$ cat config.mk
export PLATFORM = sky130hd
export DESIGN_NAME = ext_cap_list_walker
export DESIGN_NICKNAME = d
export VERILOG_FILES = /design/src/rtl/ext_cap_list_walker.sv
export SDC_FILE = /design/constraint.sdc
export NUM_CORES = 1
export LEC_CHECK = 0
export BUFFER_PORTS_ARGS = -buffer_cell sky130_fd_sc_hd__buf_2
export CORE_ASPECT_RATIO = 1.25
export CORE_MARGIN = 1
export CORE_UTILIZATION = 25
export CTS_BUF_LIST = sky130_fd_sc_hd__clkbuf_4
export CTS_CLUSTER_SIZE = 20
export DETAILED_ROUTE_END_ITERATION = 7
export HOLD_SLACK_MARGIN = 0.1
export PLACE_DENSITY = 0.42
export SYNTH_ARGS = -nofsm -noshare
export SYNTH_HDL_FRONTEND = slang
export SYNTH_SLANG_ARGS = --single-unit
$ cat constraint.sdc
create_clock -name clk -period 3.8 [get_ports clk]
set_clock_uncertainty 0.2 [all_clocks]
set_input_delay 0.38 -clock clk [delete_from_list [all_inputs] [get_ports clk]]
set_output_delay 0.38 -clock clk [all_outputs]
set_load 0.03 [all_outputs]
$ cat src/rtl/ext_cap_list_walker.sv
// Walks the PCIe extended capability list from START_OFFSET looking for a requested capability ID.
// Optional build macro EXT_CAP_VERSION_CHECK_EN makes a version mismatch on the matching header an error.
module ext_cap_list_walker #(
  parameter logic [11:0] START_OFFSET     = 12'h100,
  parameter int          MAX_HOPS         = 64,
  parameter logic [3:0]  EXPECTED_VERSION = 4'h1
) (
  input  logic        clk,
  input  logic        rst,
  input  logic        start,
  input  logic [15:0] target_cap_id,
  output logic        cfg_rd_req,
  output logic [11:0] cfg_rd_addr,
  input  logic        cfg_rd_ack,
  input  logic [31:0] cfg_rd_data,
  output logic        busy,
  output logic        done,
  output logic        found,
  output logic [11:0] cap_offset,
  output logic [3:0]  cap_version,
  output logic        error
);

  localparam int HOP_W = $clog2(MAX_HOPS + 1);

`ifdef EXT_CAP_VERSION_CHECK_EN
  localparam bit VER_CHECK = 1'b1;
`else
  localparam bit VER_CHECK = 1'b0;
`endif

  typedef enum logic [1:0] {
    S_IDLE,
    S_REQ,
    S_DONE
  } state_e;

  typedef enum logic [2:0] {
    DEC_EMPTY,
    DEC_MATCH,
    DEC_VER_BAD,
    DEC_END,
    DEC_BAD,
    DEC_LOOP,
    DEC_FOLLOW
  } dec_e;

  state_e               state_q, state_d;
  logic [15:0]          target_q, target_d;
  logic [11:0]          addr_q, addr_d;
  logic [HOP_W-1:0]     hops_q, hops_d;
  logic                 found_q, found_d;
  logic                 error_q, error_d;
  logic [11:0]          off_q, off_d;
  logic [3:0]           ver_q, ver_d;

  logic                 last_hop;
  dec_e                 dec;

  // Header classification in priority order; FOLLOW is the only outcome that keeps walking.
  function automatic dec_e decode_hdr(input logic [31:0] hdr,
                                      input logic [15:0] tgt,
                                      input logic        at_limit);
    logic [15:0] id;
    logic [3:0]  ver;
    logic [11:0] nxt;
    id  = hdr[15:0];
    ver = hdr[19:16];
    nxt = hdr[31:20];
    if (hdr == 32'h0000_0000 || hdr == 32'hFFFF_FFFF)
      return DEC_EMPTY;
    else if (id == tgt)
      return (VER_CHECK && ver != EXPECTED_VERSION) ? DEC_VER_BAD : DEC_MATCH;
    else if (nxt == 12'h000)
      return DEC_END;
    else if (nxt < 12'h100 || nxt[1:0] != 2'b00)
      return DEC_BAD;
    else if (at_limit)
      return DEC_LOOP;
    else
      return DEC_FOLLOW;
  endfunction

  assign last_hop = (hops_q + HOP_W'(1)) == HOP_W'(MAX_HOPS);
  assign dec      = decode_hdr(cfg_rd_data, target_q, last_hop);

  // State register
  always_ff @(posedge clk or posedge rst) begin
    if (rst) state_q <= S_IDLE;
    else     state_q <= state_d;
  end

  // Next-state logic
  always_comb begin
    state_d = state_q;
    unique case (state_q)
      S_IDLE: if (start) state_d = S_REQ;
      S_REQ:  if (cfg_rd_ack && dec != DEC_FOLLOW) state_d = S_DONE;
      S_DONE: state_d = S_IDLE;
      default: state_d = S_IDLE;
    endcase
  end

  // Walk datapath and result registers
  always_comb begin
    target_d = target_q;
    addr_d   = addr_q;
    hops_d   = hops_q;
    found_d  = found_q;
    error_d  = error_q;
    off_d    = off_q;
    ver_d    = ver_q;
    unique case (state_q)
      S_IDLE: begin
        if (start) begin
          target_d = target_cap_id;
          addr_d   = START_OFFSET;
          hops_d   = '0;
          found_d  = 1'b0;
          error_d  = 1'b0;
          off_d    = 12'h000;
          ver_d    = 4'h0;
        end
      end
      S_REQ: begin
        if (cfg_rd_ack) begin
          hops_d = hops_q + HOP_W'(1);
          unique case (dec)
            DEC_MATCH: begin
              found_d = 1'b1;
              off_d   = addr_q;
              ver_d   = cfg_rd_data[19:16];
            end
            DEC_VER_BAD: begin
              error_d = 1'b1;
              off_d   = addr_q;
              ver_d   = cfg_rd_data[19:16];
            end
            DEC_BAD, DEC_LOOP: error_d = 1'b1;
            DEC_FOLLOW:        addr_d  = cfg_rd_data[31:20];
            default: ;
          endcase
        end
      end
      default: ;
    endcase
  end

  always_ff @(posedge clk or posedge rst) begin
    if (rst) begin
      target_q <= 16'h0000;
      addr_q   <= 12'h000;
      hops_q   <= '0;
      found_q  <= 1'b0;
      error_q  <= 1'b0;
      off_q    <= 12'h000;
      ver_q    <= 4'h0;
    end else begin
      target_q <= target_d;
      addr_q   <= addr_d;
      hops_q   <= hops_d;
      found_q  <= found_d;
      error_q  <= error_d;
      off_q    <= off_d;
      ver_q    <= ver_d;
    end
  end

  // Output logic
  always_comb begin
    cfg_rd_req = (state_q == S_REQ);
    busy       = (state_q == S_REQ);
    done       = (state_q == S_DONE);
  end

  assign cfg_rd_addr = addr_q;
  assign found       = found_q;
  assign error       = error_q;
  assign cap_offset  = off_q;
  assign cap_version = ver_q;

endmodule

==> summary.txt <==
average wire per cell in the routed design - 16.04 µm
htree depth - 2
effective utilization at floorplan - 0.2594
Largest stage delay, worst path - 0.65 ns
Nets - 467
global-route wire length before repair - 13.96 mm
post-route setup slack - 0.8005 ns
static leakage - 1.908 nW
combined area of the multi-input logic cells - 1369 µm²
final critical path time including I/O delays and setup - 2.999 ns
Max IR drop VDD - 0.1565 mV
Min-Delay Path Class - primary input to flip-flop
number of core rows - 43
share of the cycle needed by the critical path after routing - 0.7893
number of top-level design ports - 85
total setup violations reported at the end of the flow - 0
setup repair after global routing missed its margin - no
average cell area after synthesis - 9.562 µm²
core region area - 11240 µm²
cell area after layout - 3804 µm²
net count of the mapped netlist - 358
DRC errors left - 0
HPWL after detailed placement - 6.446 mm
worst reg2reg setup slack - 1.10 ns
power per cell area - 436.9 nW/µm²
ratio of cells with drive above 1 in the final layout - 0.2964
nature of the critical path endpoint - flip-flop
Worst EP arrival - 3.04 ns
Filler Cell Count - 1186
die area - 12100 µm²
Peak Freq - 333.4 MHz
TritonCTS Sinks - 55
result of the run - complete, no violations
setup TNS - 0 ns
clock network latency to the later pin of the worst-skew pair - 0.38 ns
Antenna diodes - 0
kind of start point of the critical path - primary input
Warnings, synthesis - 0
TritonCTS clock tree - built
remaining max-slew budget at the tightest pin - 0.4504
crit path launch - cfg_rd_data[30]
Max Transition Viols Final - 0
via count of the first global-routing pass - 2658
1st-iter DRT viols - 117
post-cts gate resize count - 0
Die Span Y - 122.8 µm
area of all sequential standard cells - 1376 µm²
category of the critical setup timing path - primary input to flip-flop
largest fanout on the critical path - 17
count of unique library cells instantiated by Yosys - 38
main flop type after synthesis - sky130_fd_sc_hd__dfrtp_1
clock slew at reported path FFs - 0.15 ns
Maximum Capacitance Violations - 0
Post-DP Area - 3451 µm²
GRT Residual Overflow - 0
pin count of the biggest net entering global routing - 35
TritonCTS Buffers - 5
final number of hold-violating endpoints - 0
Slew @ Worst Pin - 0.8224 ns
ys async rst share - 1.000
cell chain of the critical path - dlygate4sd3_1 -> buf_2 -> or4_4 -> nand4b_4 -> nor3_4 -> buf_4 -> or4_1 -> o211ai_1
Post-synth EDFFs - 0
count of input and output buffers - 84
post-detailed-route count of antenna-violating nets - 0
portion of the post-synthesis area used by sequential elements - 0.4719
commonest non-fill, non-tap cell in the layout - sky130_fd_sc_hd__buf_2
cell with the largest stage delay on the worst path - sky130_fd_sc_hd__or4_1
start point of the worst min-delay path - cfg_rd_ack
sum of routed wire length over all layers - 8.821 mm
via-per-instance ratio - 4.713
Gate Count Post-Synth - 305
GPL Wtd Cong - 0.7733
worst setup slack before clock tree synthesis - 0.8736 ns
Die X - 98.61 µm
commonest cells after routing, fill and taps aside - sky130_fd_sc_hd__buf_2, sky130_fd_sc_hd__nand2_1, sky130_fd_sc_hd__dfrtp_1, sky130_fd_sc_hd__dlygate4sd3_1, sky130_fd_sc_hd__inv_1
FF-to-FF Start - target_q[1]
largest buffer count on any clock path - 2
overall via count from detail_route - 2592
Worst EP required - 3.84 ns
Total Routing Usage GR - 0.1515
root buffer selected by CTS - sky130_fd_sc_hd__clkbuf_4
synthesized flop and latch total - 55
mapped cell area - 2917 µm²
layout-stage area growth over the synthesis result - 30.42%
detailed-routing iteration count for the pre-antenna-repair pass - 4
antenna violations before repair - 0
[metrics by stage]
step	cells	hold WS, ns	total power [mW]	util
final	550	0.1150	1.662	0.3383
after global routing	550	0.1182	1.781	0.3383
after CTS	550	0.1048	1.690	0.3383
after detailed placement	512	0.2886	1.401	0.3069
after global placement	512	0.2818	1.395	0.3069
after floorplan	305	0.2655	1.201	-
[power breakdown]
part	switching [mW]	leakage, nW	internal (mW)
Clock	0.185	0.0307	0.0764
Combinational	0.383	1.15	0.216
Sequential	0.0948	0.729	0.707
Total	0.663	1.91	0.999
[cells in the mapped netlist (2+ instances only)]
cell type / instances / share of area
sky130_fd_sc_hd__nand2_1: 74 / 0.095
sky130_fd_sc_hd__dfrtp_1: 55 / 0.47
sky130_fd_sc_hd__inv_1: 19 / 0.024
sky130_fd_sc_hd__nor2_1: 17 / 0.022
sky130_fd_sc_hd__o311ai_0: 17 / 0.051
sky130_fd_sc_hd__xor2_1: 17 / 0.051
sky130_fd_sc_hd__clkbuf_1: 10 / 0.013
sky130_fd_sc_hd__mux2_2: 10 / 0.039
sky130_fd_sc_hd__nand4_1: 9 / 0.019
sky130_fd_sc_hd__nor4_1: 9 / 0.019
sky130_fd_sc_hd__o211ai_2: 9 / 0.039
sky130_fd_sc_hd__o21ai_0: 8 / 0.014
sky130_fd_sc_hd__o211ai_1: 7 / 0.018
sky130_fd_sc_hd__nand3_1: 6 / 0.010
sky130_fd_sc_hd__and3_1: 4 / 0.0086
sky130_fd_sc_hd__a21oi_1: 3 / 0.0051
sky130_fd_sc_hd__nor4_2: 3 / 0.013
sky130_fd_sc_hd__and2_1: 2 / 0.0043
sky130_fd_sc_hd__buf_1: 2 / 0.0026
sky130_fd_sc_hd__buf_2: 2 / 0.0034
sky130_fd_sc_hd__buf_6: 2 / 0.0077
sky130_fd_sc_hd__nor2b_1: 2 / 0.0043
sky130_fd_sc_hd__o31ai_1: 2 / 0.0051
sky130_fd_sc_hd__xnor2_1: 2 / 0.0060
[per-layer routing]
layer	vias to the layer above	global-route usage	routed length [µm]
met5	-	0	0
met2	88	0.2685	4248
met3	9	0.03075	433
li1	1286	-	-
met1	1209	0.1857	3978
met4	0	0.04478	161
[flip-flops by register name (all words and copies together), names as in the netlist]
signal and count:
cap_offset 12, cap_version 4, cfg_rd_addr 12, error 1, found 1, hops_q 7, state_q 2, target_q 16
[critical path, delay by kind of cell]
family	cells	cell delay, ns
and+or+nand+nor	4	1.58
buffers and inverters	3	0.92
AOI/OAI and AO/OA	1	0.16
[what timing repair did]
item                                    CTS  global route
buffers inserted                          0             0
endpoints found under the setup margin    0             0
hold buffers                             30             0
hold endpoints to repair                 62             0
[path summary, 6_finish.rpt]
check / endpoint / depth (start not counted)
setup / recovery: cap_offset[9] / 8
hold / removal: hops_q[2] / 3
setup reg to reg: cap_offset[9] / 6
hold reg to reg: target_q[11] / 2
max in group asynchronous: cap_offset[0] / 4
min in group asynchronous: hops_q[0] / 3
[layout make-up]
type	count	area share
well taps	135	0.04441
multi-input cells	213	0.3599
inverters	19	0.01875
clock inverters	2	0.001974
clock buffers	6	0.01184
flip-flops and latches	55	0.3618
repair buffers	120	0.2013
[logic make-up (layout without fill, tap and decap cells)]
| kind of cell | count (synthesis) | count (layout) | share of synthesized area |
|---|---|---|---|
| xor+xnor | 19 | 19 | 0.05706 |
| compound gates | 50 | 50 | 0.1441 |
| buf+inv | 37 | 147 | 0.05877 |
| fa+ha+maj | 1 | 1 | 0.004289 |
| simple gates | 132 | 132 | 0.2218 |
| flops | 55 | 55 | 0.4719 |
| mux | 11 | 11 | 0.04204 |
(Power assumes the default switching activity.)
